[config.mk]
export PLATFORM = sky130hd
export DESIGN_NAME = disp_scan_ctrl
export DESIGN_NICKNAME = d
export VERILOG_FILES = /design/src/rtl/disp_scan_ctrl_pkg.sv /design/src/rtl/scan_prescaler.sv /design/src/rtl/disp_scan_ctrl.sv
export SDC_FILE = /design/constraint.sdc
export NUM_CORES = 1
export LEC_CHECK = 0
export ABC_CLOCK_PERIOD_IN_PS = 2300
export BUFFER_PORTS_ARGS = -buffer_cell sky130_fd_sc_hd__buf_4
export CORE_AREA = 2 2 89 91
export CTS_BUF_LIST = sky130_fd_sc_hd__clkbuf_8
export CTS_CLUSTER_DIAMETER = 50
export DETAILED_ROUTE_END_ITERATION = 6
export DIE_AREA = 0 0 91 93
export GPL_ROUTABILITY_DRIVEN = 0
export HOLD_SLACK_MARGIN = 0.02
export PLACE_DENSITY_LB_ADDON = 0.12
export SYNTH_ARGS = -nofsm -noshare
export SYNTH_HDL_FRONTEND = slang
export SYNTH_HIERARCHICAL = 1
export SYNTH_SLANG_ARGS = --single-unit
[constraint.sdc]
create_clock -name clk -period 2.3 [get_ports clk]
set_input_delay 0.115 -clock clk [delete_from_list [all_inputs] [get_ports clk]]
set_output_delay 0.115 -clock clk [all_outputs]
set_load 0.1 [all_outputs]
[src/rtl/disp_scan_ctrl_pkg.sv]
// Shared display package for the seven-segment scan path.
// Holds the digit geometry, the all-off anode pattern and helpers that
// pack the raw data/point inputs into digit words and decide leading-zero
// blanking.
package disp_scan_ctrl_pkg;

    localparam int SCAN_DIGITS = 4;
    localparam int DIGIT_W     = 5;
    localparam int NIB_W       = 4;

    localparam logic [SCAN_DIGITS-1:0] AN_OFF = 4'b1111;

    // Digit k lives in element k as {point, nibble}.
    typedef logic [SCAN_DIGITS-1:0][DIGIT_W-1:0] digits_t;

    function automatic digits_t pack_digits(
        input logic [SCAN_DIGITS*NIB_W-1:0] nibbles,
        input logic [SCAN_DIGITS-1:0]       points
    );
        digits_t w;
        for (int k = 0; k < SCAN_DIGITS; k++) begin
            w[k] = {points[k], nibbles[k*NIB_W +: NIB_W]};
        end
        return w;
    endfunction

    // A digit is a leading zero when it and every more significant digit
    // carry neither a nonzero nibble nor a decimal point. Digit 0 always
    // shows so a value of zero still displays "0".
    function automatic logic lz_blanked(
        input digits_t    w,
        input logic [1:0] k,
        input logic       blank_lz
    );
        logic all_zero;
        all_zero = 1'b1;
        for (int j = 0; j < SCAN_DIGITS; j++) begin
            if (j >= int'(k) && w[j] != '0) begin
                all_zero = 1'b0;
            end
        end
        return blank_lz && (k != 2'd0) && all_zero;
    endfunction

endpackage

[src/rtl/scan_prescaler.sv]
// Scan-rate prescaler.
// Ports:
//   clk  - system clock
//   rst  - asynchronous active-high reset
//   en   - count enable; the counter freezes while low
//   tick - one-cycle strobe while enabled with the counter at all-ones
module scan_prescaler #(
    parameter int DIV_W = 17
) (
    input  logic clk,
    input  logic rst,
    input  logic en,
    output logic tick
);

    logic [DIV_W-1:0] cnt_q;
    logic [DIV_W-1:0] cnt_d;

    // Free-running up-counter that wraps naturally from all-ones to zero.
    always_comb begin
        cnt_d = en ? cnt_q + DIV_W'(1) : cnt_q;
    end

    always_ff @(posedge clk or posedge rst) begin
        if (rst) begin
            cnt_q <= '0;
        end else begin
            cnt_q <= cnt_d;
        end
    end

    assign tick = en & (&cnt_q);

endmodule

[src/rtl/disp_scan_ctrl.sv]
// Scan controller for the 4-digit seven-segment display.
// Ports:
//   clk, rst        - clock and asynchronous active-high reset
//   en              - scan enable; low freezes the scan and blanks the anodes
//   load            - strobe capturing data_in/point_in
//   data_in         - four hex nibbles, nibble k for digit k
//   point_in        - decimal point per digit
//   blank_lz        - enable leading-zero blanking
//   scan            - digit select for the downstream 4-to-1 multiplexer
//   d0..d3          - digit words {point, nibble} for multiplexer inputs 0..3
//   an              - active-low anode enables
//   frame           - one-cycle pulse after each frame boundary
//   pending         - loaded data is waiting for a frame boundary
module disp_scan_ctrl
    import disp_scan_ctrl_pkg::*;
#(
    parameter int DIV_W = 17
) (
    input  logic                     clk,
    input  logic                     rst,
    input  logic                     en,
    input  logic                     load,
    input  logic [15:0]              data_in,
    input  logic [3:0]               point_in,
    input  logic                     blank_lz,
    output logic [1:0]               scan,
    output logic [DIGIT_W-1:0]       d0,
    output logic [DIGIT_W-1:0]       d1,
    output logic [DIGIT_W-1:0]       d2,
    output logic [DIGIT_W-1:0]       d3,
    output logic [SCAN_DIGITS-1:0]   an,
    output logic                     frame,
    output logic                     pending
);

    logic                   tick;
    logic                   boundary;
    logic                   apply;
    logic [1:0]             scan_q;
    logic [1:0]             scan_d;
    digits_t                load_word;
    digits_t                shadow_q;
    digits_t                shadow_d;
    digits_t                pend_q;
    digits_t                pend_d;
    logic                   pending_q;
    logic                   pending_d;
    logic                   frame_q;
    logic [SCAN_DIGITS-1:0] an_q;
    logic [SCAN_DIGITS-1:0] an_d;
    logic [SCAN_DIGITS-1:0] one_hot;

    scan_prescaler #(
        .DIV_W (DIV_W)
    ) u_prescaler (
        .clk  (clk),
        .rst  (rst),
        .en   (en),
        .tick (tick)
    );

    // Shadow update: while scanning, new data only lands at the frame
    // boundary; while stopped there is no frame to protect, so any load or
    // leftover pending data is applied on the very next edge. A load in the
    // applying cycle bypasses the pending register entirely.
    always_comb begin
        load_word = pack_digits(data_in, point_in);
        boundary  = tick && (scan_q == 2'd3);
        apply     = !en || boundary;
        scan_d    = tick ? scan_q + 2'd1 : scan_q;
        pend_d    = load ? load_word : pend_q;
        shadow_d  = shadow_q;
        pending_d = pending_q | load;
        if (apply) begin
            pending_d = 1'b0;
            if (load) begin
                shadow_d = load_word;
            end else if (pending_q) begin
                shadow_d = pend_q;
            end
        end
    end

    // The anode register is computed from the next scan and next shadow so
    // it never shows a stale blank decision next to a freshly loaded digit.
    always_comb begin
        one_hot = SCAN_DIGITS'(1) << scan_d;
        if (!en || lz_blanked(shadow_d, scan_d, blank_lz)) begin
            an_d = AN_OFF;
        end else begin
            an_d = ~one_hot;
        end
    end

    always_ff @(posedge clk or posedge rst) begin
        if (rst) begin
            scan_q    <= 2'd0;
            shadow_q  <= '0;
            pend_q    <= '0;
            pending_q <= 1'b0;
            frame_q   <= 1'b0;
            an_q      <= AN_OFF;
        end else begin
            scan_q    <= scan_d;
            shadow_q  <= shadow_d;
            pend_q    <= pend_d;
            pending_q <= pending_d;
            frame_q   <= boundary;
            an_q      <= an_d;
        end
    end

    assign scan    = scan_q;
    assign d0      = shadow_q[0];
    assign d1      = shadow_q[1];
    assign d2      = shadow_q[2];
    assign d3      = shadow_q[3];
    assign an      = an_q;
    assign frame   = frame_q;
    assign pending = pending_q;

endmodule

==> results.md <==
* Mapped Cells at ~220
* Layout area overhead at 30.2%
* #FFs+latches synth at 65
* Hold Crit Class: in -> reg
* Post-route cell area at around 3700 um2
* WP data arrival at around 2400 ps
* Core Area at around 7500 um2
* H-tree Lvls at 3
* Crit Path Max Fanout at 5
* Total length of routed wires at about 5800 um
* DR iter-0 viols at 66
* CTS tree: yes
* Crit end category: flip-flop
* Drt via density at 4.85
* Leakage power at roughly 1.7 nW
* Clock group share of total power at 0.292
* Antenna Violating Nets Remaining at 0
* Num CTS Buffers at 9
* Critical path cell sequence: ha_2, nand3_1, nor4_2, ha_1, and2_2, a21boi_4, nand2_1, a221o_1, o31ai_2
* Max stage delay on crit path at around 420 ps
* Drt first pass iters at 4
* Synth Warn # at 6
* DP Cell Count at ~380
* Largest net degree at the start of global routing at 33
* Final TNS setup at 0 ps
* Tmin final at 2170 ps
* DP HPWL at between 4000 and 5000 um
* Starting Density at 0.379
* Syn Std Cell Area at 2850 um2
* Synth cell types at 41
* Clock skew at ~6.7 ps
* DRC at 0
* GR Overflow Total at 0
* Max_slew headroom at 0.566
* Post-synth net total at about 240
* Fraction of layout cells with a size suffix above 1 at 0.470
* Gate power share at 0.317
* Rows at 32
* Register share of total power at 0.391
* Register area share after synthesis at 0.572
* CTS Buffer Depth at 2
* Global-route wire length before repair at ~10000 um
* Ant. Diodes at 0
* Layout Cells excl Fill at just under 400
* Filler cell count at between 700 and 800
* Switching pwr at 1.36 mW
* Outcome: finished clean
* Total track usage at 0.153
* Post-Syn Area per Cell at roughly 13 um2
* CP max stage cell: dfrtp_1
* # IOs at 53
* Number of nets in the layout at around 320
* Setup Crit Path Kind: reg -> reg
* Total internal power at about 2.3 mW
* Die H at around 93 um
* Number of port buffers at 52
* # setup viols final at 0
* Final Hold Fails at 0
* Final Cycle Share at 0.945
* Post-place instance area at about 3400 um2
* Worst slew pin tran at roughly 650 ps
* RSZ-0062 raised after global routing: no
* Vias in the first global route at about 2000
* Crit start category: flip-flop
* Switch share at 0.373
* Worst skew pair latency at about 330 ps
* Fin. max-slew vios at 0
* Clock sink total at 65
* Max Clock Freq at between 0.4 and 0.5 GHz
* Peak supply drop at 484 uV
* CTS root buf: clkbuf_8
* Number of vias in the routed layout at between 1500 and 2000
* Antenna violations before repair at 0
* PD cells at ~980 nW/um2
* FF-to-FF setup slack at 130 ps
* Overall power at 3.63 mW
* Worst EP required at around 2600 ps
* WHS at ~39 ps
* Clock transition at the registers of the reported paths at roughly 70 ps
* Wire per inst at 14.7 um
* Full die area at between 8000 and 9000 um2
* MaxCap Viol Count at 0
* Die width at approximately 91 um
==> cell type report <==
type | instances | area, um2 | area share
sequential | 65 | 1630 | 0.439
tap | 102 | 128 | 0.0344
multi-input combinational | 137 | 1150 | 0.311
inverter | 8 | 30.0 | 0.00809
clock inverter | 7 | 95.1 | 0.0256
clock buffer | 9 | 124 | 0.0334
timing repair buffer | 70 | 551 | 0.148
==> cells in the final DEF (no fill, tap or decap), drive strengths merged, types with 2 or more instances in the layout <==
| cell type | instances |
|---|---|
| mux2 | 38 |
| clkinv | 4 |
| and2 | 2 |
| xor2 | 8 |
| a211oi | 2 |
| dlygate4sd3 | 5 |
| xnor2 | 8 |
| nand4 | 7 |
| clkbuf | 9 |
| nand3 | 6 |
| or4 | 2 |
| inv | 8 |
| buf | 65 |
| a22oi | 2 |
| o31ai | 2 |
| a21oi | 4 |
| dfstp | 4 |
| nor3 | 8 |
| o22ai | 4 |
| nor4 | 7 |
| nand2 | 8 |
| nor2 | 12 |
| ha | 3 |
| bufinv | 2 |
| or3 | 4 |
| dfrtp | 61 |
==> layer usage <==
metal / global-route usage / part of all wire / vias to the layer above
li1: - / - / 935
met1: 0.205 / 0.47 / 943
met2: 0.235 / 0.47 / 45
met3: 0.0467 / 0.048 / 6
met4: 0.0606 / 0.012 / 0
met5: 0 / 0 / -
==> power by group through the flow <==
| stage | sequential, mW | combinational [mW] | clock [mW] |
|---|---|---|---|
| 3_5_place_dp | 1.44 | 1.15 | 0 |
| 4_1_cts | 1.42 | 1.16 | 1.09 |
| 6_report | 1.42 | 1.15 | 1.06 |
| 2_1_floorplan | 1.97 | 0.296 | 0 |
| 3_3_place_gp | 1.44 | 1.15 | 0 |
| 5_1_grt | 1.45 | 1.22 | 1.14 |
==> worst max-delay path, delay by kind of cell (launching register included) <==
kind,cells,cell delay [ps]
DFF,1,420
and+or+nand+nor,4,470
adders and majority gates,2,360
AOI/OAI and AO/OA,3,850
==> metrics by stage <==
stage	util	setup WS, ps
3_5_place_dp	0.457	82.9
2_1_floorplan	-	44.1
5_1_grt	0.493	0.234
3_3_place_gp	0.457	137
6_report	0.493	126
4_1_cts	0.493	59.3
==> worst paths after layout <==
kind	startpoint	to	depth (start not counted)
min	data_in[4]	pend_q[5]	2
max reg2reg	u_prescaler/cnt_q[1]	an[1]	9
min reg2reg	u_prescaler/cnt_q[15]	u_prescaler/cnt_q[15]	1
min in group asynchronous	rst	pend_q[10]	3
max	u_prescaler/cnt_q[1]	an[1]	9
max in group asynchronous	rst	an[1]	4
==> Yosys cell counts (all sizes together) <==
cell / count / area share
xor2: 8 / 0.025
a22o: 1 / 0.0031
nor4: 7 / 0.022
or3: 4 / 0.0088
nor2: 12 / 0.018
nand3b: 1 / 0.0026
or4: 2 / 0.0053
buf: 6 / 0.016
a22oi: 2 / 0.0053
nand3: 6 / 0.011
nand2: 8 / 0.011
o31ai: 2 / 0.0070
and2: 2 / 0.0044
a21boi: 1 / 0.0066
o21ai: 1 / 0.0018
nand4: 7 / 0.028
a211oi: 2 / 0.0053
a21oi: 4 / 0.0070
a221o: 1 / 0.0035
dfrtp: 61 / 0.54
nor3: 8 / 0.016
ha: 3 / 0.013
inv: 8 / 0.011
mux2: 38 / 0.15
dfstp: 4 / 0.037
xnor2: 8 / 0.025
o22ai: 4 / 0.0088
a31oi: 1 / 0.0022
o32a: 1 / 0.0035
o2111ai: 1 / 0.0031
a21bo: 1 / 0.0035
or2: 1 / 0.0022
==> flip-flops by register name (all words and copies together), names as in the netlist <==
| register | cells |
|---|---|
| an | 4 |
| d1 | 5 |
| u_prescaler/cnt_q | 17 |
| pend_q | 20 |
| d3 | 5 |
| frame | 1 |
| scan | 2 |
| pending | 1 |
| d2 | 5 |
| d0 | 5 |
==> repair_timing <==
| item | CTS | global route |
|---|---|---|
| setup buffers | 0 | 0 |
| endpoints found under the setup margin | 0 | 3 |
| resized for setup | 0 | 1 |
| hold buffers | 5 | 0 |
| hold endpoints to repair | 36 | 0 |
==> logic make-up after synthesis <==
logic type	count (synthesis)	share of synthesized area
AO/OA/AOI/OAI	22	0.0606
XOR/XNOR	16	0.0491
flip-flops	65	0.572
multiplexers	38	0.150
AND/OR/NAND/NOR	58	0.129
adder cells (fa/ha/maj)	3	0.0132
buffers and inverters	14	0.0263
No activity file was read; power rests on OpenSTA's default activity.
